==> src/rtl/div_unit.sv <==
// Iterative radix-2 restoring divider producing {remainder, quotient}.
// One step per cycle after operands are latched; supports flush abort and a divide-by-zero shortcut.
module div_unit #(
  parameter int DATA_W = 32
) (
  input  logic                  clk,
  input  logic                  rst,
  input  logic                  signed_div_i,
  input  logic [DATA_W-1:0]     opdata1_i,
  input  logic [DATA_W-1:0]     opdata2_i,
  input  logic                  start_i,
  input  logic                  annul_i,
  output logic [2*DATA_W-1:0]   result_o,
  output logic                  ready_o,
  output logic [1:0]            dbg_state_o
);

  // Handshake: execute holds start_i high until it sees ready_o; ready_o and
  // result_o stay stable while start_i remains high, and both clear on the
  // edge where start_i is seen low.

  typedef enum logic [1:0] {ST_FREE, ST_BYZERO, ST_ON, ST_END} state_e;

  localparam int CW = $clog2(DATA_W + 1);
  localparam logic [CW-1:0] CNT_LAST = CW'(DATA_W);

  state_e              state_q, state_d;
  logic [CW-1:0]       cnt_q, cnt_d;
  logic [DATA_W-1:0]   dvd_q, dvd_d;
  logic [DATA_W-1:0]   dvs_q, dvs_d;
  logic [DATA_W-1:0]   rem_q, rem_d;
  logic                sgn_q, sgn_d;
  logic                neg1_q, neg1_d;
  logic                neg2_q, neg2_d;
  logic [2*DATA_W-1:0] result_q, result_d;
  logic                ready_q, ready_d;

  logic [DATA_W-1:0]   mag1, mag2;
  logic [DATA_W:0]     rem_sh;
  logic [DATA_W+1:0]   trial;
  logic                fits;
  logic [DATA_W-1:0]   quo_fix, rem_fix;

  assign mag1 = (signed_div_i && opdata1_i[DATA_W-1]) ? -opdata1_i : opdata1_i;
  assign mag2 = (signed_div_i && opdata2_i[DATA_W-1]) ? -opdata2_i : opdata2_i;

  // rem_sh needs one extra bit: a shifted remainder can reach 2*divisor-1.
  assign rem_sh  = {rem_q, dvd_q[DATA_W-1]};
  assign trial   = {1'b0, rem_sh} - {2'b00, dvs_q};
  assign fits    = ~trial[DATA_W+1];

  assign quo_fix = (sgn_q && (neg1_q ^ neg2_q)) ? -dvd_q : dvd_q;
  assign rem_fix = (sgn_q && neg1_q) ? -rem_q : rem_q;

  always_comb begin
    state_d  = state_q;
    cnt_d    = cnt_q;
    dvd_d    = dvd_q;
    dvs_d    = dvs_q;
    rem_d    = rem_q;
    sgn_d    = sgn_q;
    neg1_d   = neg1_q;
    neg2_d   = neg2_q;
    result_d = result_q;
    ready_d  = ready_q;
    case (state_q)
      ST_FREE: begin
        ready_d  = 1'b0;
        result_d = '0;
        if (start_i && !annul_i) begin
          if (opdata2_i == '0) begin
            state_d = ST_BYZERO;
          end else begin
            state_d = ST_ON;
            dvd_d   = mag1;
            dvs_d   = mag2;
            rem_d   = '0;
            cnt_d   = '0;
            sgn_d   = signed_div_i;
            neg1_d  = opdata1_i[DATA_W-1];
            neg2_d  = opdata2_i[DATA_W-1];
          end
        end
      end
      ST_BYZERO: begin
        state_d  = ST_END;
        result_d = '0;
      end
      ST_ON: begin
        if (annul_i) begin
          state_d = ST_FREE;
          cnt_d   = '0;
          ready_d = 1'b0;
        end else if (cnt_q != CNT_LAST) begin
          // dvd_q shifts dividend bits out the top and quotient bits in the bottom.
          rem_d = fits ? trial[DATA_W-1:0] : rem_sh[DATA_W-1:0];
          dvd_d = {dvd_q[DATA_W-2:0], fits};
          cnt_d = cnt_q + 1'b1;
        end else begin
          result_d = {rem_fix, quo_fix};
          ready_d  = 1'b1;
          cnt_d    = '0;
          state_d  = ST_END;
        end
      end
      ST_END: begin
        if (!start_i) begin
          state_d  = ST_FREE;
          ready_d  = 1'b0;
          result_d = '0;
        end else begin
          ready_d  = 1'b1;
        end
      end
      default: state_d = ST_FREE;
    endcase
  end

  always_ff @(posedge clk or negedge rst) begin
    if (!rst) begin
      state_q  <= ST_FREE;
      cnt_q    <= '0;
      dvd_q    <= '0;
      dvs_q    <= '0;
      rem_q    <= '0;
      sgn_q    <= 1'b0;
      neg1_q   <= 1'b0;
      neg2_q   <= 1'b0;
      result_q <= '0;
      ready_q  <= 1'b0;
    end else begin
      state_q  <= state_d;
      cnt_q    <= cnt_d;
      dvd_q    <= dvd_d;
      dvs_q    <= dvs_d;
      rem_q    <= rem_d;
      sgn_q    <= sgn_d;
      neg1_q   <= neg1_d;
      neg2_q   <= neg2_d;
      result_q <= result_d;
      ready_q  <= ready_d;
    end
  end

  assign result_o    = result_q;
  assign ready_o     = ready_q;
  assign dbg_state_o = state_q;

endmodule

==> config.mk <==
export PLATFORM = sky130hd
export DESIGN_NAME = div_unit
export DESIGN_NICKNAME = d
export VERILOG_FILES = /design/src/rtl/div_unit.sv
export SDC_FILE = /design/constraint.sdc
export NUM_CORES = 1
export LEC_CHECK = 0
export ABC_AREA = 1
export CAP_MARGIN = 25
export CORE_ASPECT_RATIO = 1.25
export CORE_UTILIZATION = 45
export DETAILED_ROUTE_END_ITERATION = 12
export GPL_ROUTABILITY_DRIVEN = 1
export GPL_TIMING_DRIVEN = 0
export PLACE_DENSITY = 0.76
export RECOVER_POWER = 100
export SYNTH_ARGS = -nofsm -noshare
export SYNTH_HDL_FRONTEND = slang
export SYNTH_SLANG_ARGS = --single-unit
==> constraint.sdc <==
create_clock -name clk -period 6.25 [get_ports clk]
set_clock_uncertainty 0.1 [all_clocks]
set_input_delay 0.9375 -clock clk [delete_from_list [all_inputs] [get_ports clk]]
set_output_delay 0.9375 -clock clk [all_outputs]
set_load 0.1 [all_outputs]
==> flow_summary.toml <==
[route]
post_drt_wl_per_cell_um = 16.59
vias = 14118
drtIter0Drc = 1216
drc = 0
dr.pass1.iters = 6
totalWireLength_um = 43720
via_per_inst = 5.356
antenna_left = 0

[setup_path]
worstPathMaxFanout = 10
critical_path_arrival_ns = 3.90
cp.required_ns = 6.50
end_kind = "flip-flop"
path_cells = "clkdlybuf4s50_1, nor2_1, nor2_1, nor2_1, nand2_1, inv_1, clkbuf_1, clkbuf_1, nand2_1, o21ai_0"
crit_slowest_cell = "clkbuf_1"
cp_common_cell = "nor2_1"
worstSetupPathType = "in2reg"
r2r_start = "dbg_state_o[0]$_DFFE_PN0P_"
rr_worst_depth = 11
rrSetupSlack_ns = 2.63
slowest_delay_ns = 0.55
cp-start-kind = "input port"
cp-startpoint = "annul_i"

[sta]
rsz0062_at_grt = "false"
max_slew_margin_pct = -60.61
fin_crit_sh_pct = 58.42
setup_viol = 0
max_freq_ghz = 0.2739
hold_viol = 0
final_max_slew_viol_count = 99
period_needed_ns = 3.651
tightest_slew_ns = 2.409

[floorplanning]
fp.dieArea_um2 = 30380
initial_core_util_pct = 45.66
io_pins = 136
fp.dieH_um = 194.6
rows = 70
die_w_um = 156.1
core_region_area_um2 = 29250

[yosys]
syn_area_per_cell_um2 = 6.447
yosys.area_share.simple_pct = 36.59
seq_area_frac_synth_pct = 32.22
synth_top_area_cell = "dfrtp_1"
synth_mux_area_share_pct = 0
synth_fa_ha_area_share_pct = 4.084
syn_nets = 2184
synth_cell_types = 48
synth_top_family_by_area = "simple AND/OR/NAND/NOR gates"
synthCells = 2072
synth_area_leaders = "dfrtp_1 32%, nand2_1 18%, nand3_1 7.9%, inv_1 7.8%, nor2_1 5.3%"
netlist_area_um2 = 13360
ys_ff_latch = 172
ys_async_sr_fraction_pct = 100.0
yosysWarnings = 0
synth_top_area_share_pct = 32.22
synth_edf_count = 0
synth_ff_type = "dfrtp_1"
synthXorXnorAreaFrac_pct = 4.262
synth-compound-area-share_pct = 12.23

[global_route]
antenna_found_initial = 0
overflow = 0
grt_pass1_wl_um = 70880
track_usage_pct = 30.17
grt_max_degree = 99
grt_pass1_vias = 13713

[clocking]
cts_tree = "yes"
clk_path_buf_depth = 2
numCtsBuffers = 17
cts.repair.resized = 0
htree_levels = 4
clkTransAtPathRegs_ns = 0.07
cts_sinks = 172
post_cts_buffers = 0
root_buffer = "clkbuf_16"
clk_latency_ns = 0.46
hold_buffers = 0

[placed_design]
place_area_um2 = 15240
dp_hpwl_um = 35660
io_buffers = 135
place.gp.congestion = 0.9576

[cells_and_area]
multiInputGateArea_um2 = 7584
seqCellArea_um2 = 4304
fin_area_um2 = 15680
diodes = 0
utilization_pct = 53.60
layout_commonest_cell = "nand2_1"
fill_cells = 3008
fin_nets = 2339
drive_gt1_share_pct = 4.286
syn_to_final_growth_pct = 17.38
layout_common_cells = "643 x nand2_1, 283 x inv_1, 212 x nand3_1, 192 x nor2_1, 172 x dfrtp_1"

[run_status]
violations = "max-capacitance violations, max-slew violations"
status = "finished, violations left"

[min_path]
hold_class = "in2async"

[run]
drv_cap = 1
[area by class of cell]
type / instances / area share [%]
Multi-Input combinational cell: 1555 / 48.37
Timing Repair Buffer: 136 / 8.682
Sequential cell: 172 / 27.45
Tap cell: 396 / 3.160
Clock inverter: 15 / 1.037
Buffer: 60 / 1.764
Clock buffer: 17 / 2.713
Inverter: 285 / 6.823
[cells in the mapped netlist (20+ instances only)]
master	count
a21oi_1	67
buf_2	22
clkbuf_1	20
dfrtp_1	172
ha_1	42
inv_1	277
nand2_1	642
nand3_1	211
nand4_1	31
nor2_1	188
nor3_1	37
o21ai_0	131
o21ai_1	45
xor2_1	46
[sequential cells by signal (all words and copies together) (netlist names)]
signal	count
dbg_state_o	2
cnt_q	6
result_o	64
rem_q	32
neg2_q	1
neg1_q	1
dvd_q	32
ready_o	1
dvs_q	32
sgn_q	1
[worst max-delay path, delay by kind of cell]
family	cells	cell delay, ns
simple gates	5	1.01
buf+inv	4	1.68
compound gates	1	0.26
[final timing paths]
check                                      endpoint
setup / recovery           result_o[49]$_DFFE_PN0P_
hold / removal                 dvs_q[4]$_DFFE_PN0P_
setup reg to reg           result_o[49]$_DFFE_PN0P_
hold reg to reg            result_o[51]$_DFFE_PN0P_
max in group asynchronous      dvd_q[6]$_DFFE_PN0P_
min in group clk           result_o[51]$_DFFE_PN0P_
[per-layer routing]
metal	vias to the layer above	global-route usage, %	wire length, um
li1	6973	-	-
met1	6492	33.89	16720
met2	517	54.84	22470
met3	136	3.411	2021
met4	0	16.78	2518
met5	-	0	0
[cell families (layout without fill, tap and decap cells)]
family          after synthesis  after routing
fa+ha+maj                    43             43
simple gates               1155           1155
xor+xnor                     65             65
buf+inv                     345            513
compound gates              292            292
flops                       172            172
[stage by stage]
step / setup TNS, ns / cells / setup WS, ns / hold slack (ns)
2_1_floorplan: 0 / 2072 / 3.744 / 0.3490
3_3_place_gp: -499.30 / 2603 / -2.915 / 0.3680
3_5_place_dp: 0 / 2604 / 2.745 / 0.3687
4_1_cts: 0 / 2636 / 3.150 / 0.3648
5_1_grt: 0 / 2636 / 2.351 / 0.3751
6_report: 0 / 2636 / 2.599 / 0.3163
Power is not shown: default switching activity piles up to over one toggle a cycle in this logic, so the estimate is an artifact.
